===== src/rtl/instr_mem_loader.sv =====
// instr_mem_loader: writable instruction store for the sCPU.
// A byte stream arriving over a valid/ready handshake is written sequentially
// into a DEPTH x DATA_W register array. The fetch path reads the same array
// combinationally through sel -> instruction. The CPU is held in reset while
// a load is in progress.
//
// Optional feature macro: LOADER_CHECKSUM_EN
//   When defined, one extra checksum byte follows the DEPTH program bytes.
//   A bad checksum flags err and keeps cpu_hold asserted until the next
//   start or reset, so a corrupt program never runs.
//   When undefined, there is no CHECK state and no running sum, and err is
//   tied low.
module instr_mem_loader #(
    parameter int DEPTH  = 16,
    parameter int ADDR_W = 4,
    parameter int DATA_W = 8
) (
    input  logic              clk,
    input  logic              rst_n,
    input  logic              start,
    input  logic              abort,
    input  logic              in_valid,
    input  logic [DATA_W-1:0] in_data,
    output logic              in_ready,
    input  logic [ADDR_W-1:0] sel,
    output logic [DATA_W-1:0] instruction,
    output logic              cpu_hold,
    output logic              busy,
    output logic              done,
    output logic              err,
    output logic [ADDR_W-1:0] wr_addr
);

    localparam logic [1:0] S_IDLE  = 2'd0;
    localparam logic [1:0] S_LOAD  = 2'd1;
`ifdef LOADER_CHECKSUM_EN
    localparam logic [1:0] S_CHECK = 2'd2;
`endif
    localparam logic [1:0] S_DONE  = 2'd3;

    logic [DATA_W-1:0] mem [DEPTH];
    logic [1:0]        state;
    logic              loading;
    logic              last_word;

    assign last_word = (wr_addr == ADDR_W'(DEPTH - 1));

`ifdef LOADER_CHECKSUM_EN
    logic [7:0] sum;
    logic [7:0] check_total;
    logic       err_q;

    assign check_total = sum + 8'(in_data);
    assign loading     = (state == S_LOAD) || (state == S_CHECK);
    assign err         = err_q;

    // Load sequencer with running checksum and memory write port
    always_ff @(posedge clk) begin
        if (!rst_n) begin
            state   <= S_IDLE;
            wr_addr <= '0;
            done    <= 1'b0;
            err_q   <= 1'b0;
            sum     <= 8'd0;
            for (int i = 0; i < DEPTH; i++) begin
                mem[i] <= '0;
            end
        end else begin
            case (state)
                S_IDLE, S_DONE: begin
                    if (start) begin
                        state   <= S_LOAD;
                        wr_addr <= '0;
                        done    <= 1'b0;
                        err_q   <= 1'b0;
                        sum     <= 8'd0;
                    end
                end
                S_LOAD: begin
                    if (abort) begin
                        state <= S_IDLE;
                    end else if (in_valid) begin
                        mem[wr_addr] <= in_data;
                        wr_addr      <= wr_addr + ADDR_W'(1);
                        sum          <= sum + 8'(in_data);
                        if (last_word) begin
                            state <= S_CHECK;
                        end
                    end
                end
                S_CHECK: begin
                    if (abort) begin
                        state <= S_IDLE;
                    end else if (in_valid) begin
                        state <= S_DONE;
                        done  <= 1'b1;
                        err_q <= (check_total != 8'd0);
                    end
                end
                default: begin
                    state <= S_IDLE;
                end
            endcase
        end
    end
`else
    assign loading = (state == S_LOAD);
    assign err     = 1'b0;

    // Load sequencer and memory write port
    always_ff @(posedge clk) begin
        if (!rst_n) begin
            state   <= S_IDLE;
            wr_addr <= '0;
            done    <= 1'b0;
            for (int i = 0; i < DEPTH; i++) begin
                mem[i] <= '0;
            end
        end else begin
            case (state)
                S_IDLE, S_DONE: begin
                    if (start) begin
                        state   <= S_LOAD;
                        wr_addr <= '0;
                        done    <= 1'b0;
                    end
                end
                S_LOAD: begin
                    if (abort) begin
                        state <= S_IDLE;
                    end else if (in_valid) begin
                        mem[wr_addr] <= in_data;
                        wr_addr      <= wr_addr + ADDR_W'(1);
                        if (last_word) begin
                            state <= S_DONE;
                            done  <= 1'b1;
                        end
                    end
                end
                default: begin
                    state <= S_IDLE;
                end
            endcase
        end
    end
`endif

    // Handshake, hold and fetch outputs; no bypass from in_data to instruction
    always_comb begin
        in_ready    = loading;
        busy        = loading;
        cpu_hold    = loading || err;
        instruction = mem[sel];
    end

endmodule

===== config.mk =====
export PLATFORM = sky130hd
export DESIGN_NAME = instr_mem_loader
export DESIGN_NICKNAME = d
export VERILOG_FILES = /design/src/rtl/instr_mem_loader.sv
export SDC_FILE = /design/constraint.sdc
export NUM_CORES = 1
export LEC_CHECK = 0
export ABC_AREA = 1
export CORE_MARGIN = 1.5
export CORE_UTILIZATION = 31
export CTS_CLUSTER_DIAMETER = 30
export CTS_CLUSTER_SIZE = 24
export DETAILED_ROUTE_END_ITERATION = 7
export GPL_TIMING_DRIVEN = 0
export PLACE_DENSITY_LB_ADDON = 0.1
export SYNTH_ARGS = -nofsm -noshare
export SYNTH_HDL_FRONTEND = slang
export SYNTH_SLANG_ARGS = --single-unit

===== constraint.sdc =====
create_clock -name clk -period 1.66 [get_ports clk]
set_input_delay 0.332 -clock clk [delete_from_list [all_inputs] [get_ports clk]]
set_output_delay 0.332 -clock clk [all_outputs]
set_load 0.1 [all_outputs]

==> reports/metrics.cfg <==
[die]
initial_utilization=0.3182
rows=53
dieWidth_um=150.3
die_h_um=150.3
io-pin-count=34
dieArea_um2=22600
core_region_area_um2=21150

[global_route]
overflow=0
grt_pass1_vias=5434
grt_first_pass_wirelength_um=32410
top_usage_layer=met2
grt_max_degree=17
grt_use_total=0.2022
antenna_found_initial=0
grtUsageMet2=0.3296
grt_util_met3=0.04212
use_met1=0.2659

[sta]
fin_skew_ns=0.008518
worst_pin_slew_ns=0.7481
finalSetupViolCount=182
timing.final.max_slew_violations=0
slew_headroom=0.5013
holdWs_ns=0.5058
hold_viol_final=0
fin_crit_sh=1.103
min_period_ns=1.831
setup_slack_ns=-0.1714
rsz0062_at_grt=true
fmax_mhz=546.0

[yosys]
synth-seq-cells=135
ys_seq_area_frac=0.5919
syn_inst=774
synth_area_um2=6730
avgSynthCellArea_um2=8.695
yosysWarnings=0
synthDistinctLibCells=23
syn_nets=798

[cts]
cts_sinks=135
numCtsBuffers=17
path_clk_slew_ns=0.06
insertion_delay_ns=0.43
clock-root-buffer=clkbuf_16
clock_path_buffers=2
cts_tree=done
cts_max_level=4

[setup_path]
critPathArrivalTime_ns=1.50
crit_buf_inv=1
worst_path_largest_cell_delay_ns=0.36
cp_cell_sequence=nand2_1 > nand2_1 > nand2_2 > nand3_4 > nand3_4 > nand2_4 > buf_12
cp_max_fo=1
crit_type=reg2out
critPathTopFamily=simple AND/OR/NAND/NOR gates
cp-start-kind=register
worstPathRequired_ns=1.33
cp_slowest_cell=edfxtp_1
cp-end-kind=output pin

[job]
drv_cap=0

[power_and_ir_drop]
total_leakage_power_nw=4.088
power_density_nw_per_um2=986.8
peakVddDrop_uv=1291

[finish]
finalInstanceArea_um2=10240
finish.utilization=0.4839
nNetsFinal=888
antenna_cells=0
n_fill_cell=1938
finalNonFillerCells=1152
drive_gt1_frac=0.3888
mostFrequentLayoutCells=205 x nand2_1, 128 x edfxtp_1, 84 x inv_1, 79 x nor2_4
syn2layout_area_growth_pct=52.09
final_common_cell=nand2_1

[outcome]
violations=negative setup slack
outcome=finished, violations left

[min_path]
hp-class=reg2reg

[placed_design]
hpwlAfterDp_um=14490
numPortBuffers=29
postPlaceCellArea_um2=7496
place.gp.congestion=0.8854
place_inst=1078

[route]
drtIter0Drc=413
ant_nets=0
drc=0
dr.pass1.iters=5
wl_per_cell_um=18.95
vias=5594
wirelength_um=21830
via_per_inst=4.856

worst paths after layout:
| kind | startpoint | endpoint | slack [ns] | cells after the start |
|---|---|---|---|---|
| hold reg to reg | done | done | 0.51 | 4 |
| setup / recovery | mem[7][3] | instruction[3] | -0.17 | 7 |
| setup reg to reg | state[1] | mem[0][6] | -0.08 | 9 |
| hold / removal | done | done | 0.51 | 4 |
cell type report:
type                       count  area [µm²]  share of cell area
buffer                        40       390.4             0.03814
clock buffer                  22       444.2             0.04339
clock inverter                10       105.1             0.01027
inverter                      96       385.4             0.03765
multi-input combinational    504        3654              0.3569
sequential                   135        4004              0.3911
tap                          275       344.1             0.03361
timing repair buffer          70       909.6             0.08886
stage by stage:
step           worst slack, ns  TNS [ns]  total power, mW
5_1_grt                -0.2265    -20.37            10.47
3_5_place_dp            -2.002   -151.22            5.910
6_report               -0.1714    -8.080            10.10
2_1_floorplan          -0.1374    -10.51            5.408
4_1_cts                -0.1612    -6.495            9.930
3_3_place_gp            -1.996   -148.33            5.884
power breakdown:
part           switching, mW  leakage (nW)  internal [mW]
clock                   1.43         0.269           2.19
sequential            0.0777          1.38           3.88
combinational           1.68          2.44          0.843
timing repair:
| item | 4_1_cts | 5_1_grt |
|---|---|---|
| buffers inserted | 33 | 7 |
| endpoints found under the setup margin | 276 | 246 |
| resized for setup | 361 | 189 |
| hold buffers | 0 | 0 |
| cloned | 1 | 1 |
| pin swaps | 41 | 38 |
flip-flops by register name (all words and copies together), names as in the netlist:
signal / flops
done: 1
mem: 128
state: 2
wr_addr: 4
per-layer routing:
metal / up-vias / share of wire
met5: - / 0
met4: 0 / 0.023
met3: 32 / 0.045
met2: 150 / 0.49
met1: 2751 / 0.44
li1: 2661 / -
cell usage after synthesis (all sizes together):
master,instances,share of area
dfxtp,7,0.021
nand2,249,0.14
buf,19,0.015
o21ai,2,0.0015
ha,7,0.013
xor2,1,0.0013
edfxtp,128,0.57
nor2,143,0.083
a21oi,5,0.0037
nand4,3,0.0028
clkbuf,21,0.012
conb,1,0.00056
nand3,92,0.078
inv,96,0.054
worst reg2reg max path, delay by kind of cell, from the launching register on:
| family | cells | cell delay [ns] |
|---|---|---|
| adders and majority gates | 1 | 0.16 |
| and+or+nand+nor | 5 | 0.66 |
| buffers and inverters | 3 | 0.28 |
| DFF | 1 | 0.33 |
kinds of logic (layout without fill, tap and decap cells):
| family | Yosys count | count (layout) | share of synthesized area |
|---|---|---|---|
| adders and majority gates | 7 | 7 | 0.01301 |
| and+or+nand+nor | 487 | 488 | 0.3073 |
| buffers and inverters | 136 | 238 | 0.08068 |
| other | 1 | 1 | 0.0005572 |
| AOI/OAI and AO/OA | 7 | 7 | 0.005203 |
| DFF | 135 | 135 | 0.5919 |
| xor gates and xnor gates | 1 | 1 | 0.001302 |
(Power assumes the default switching activity.)
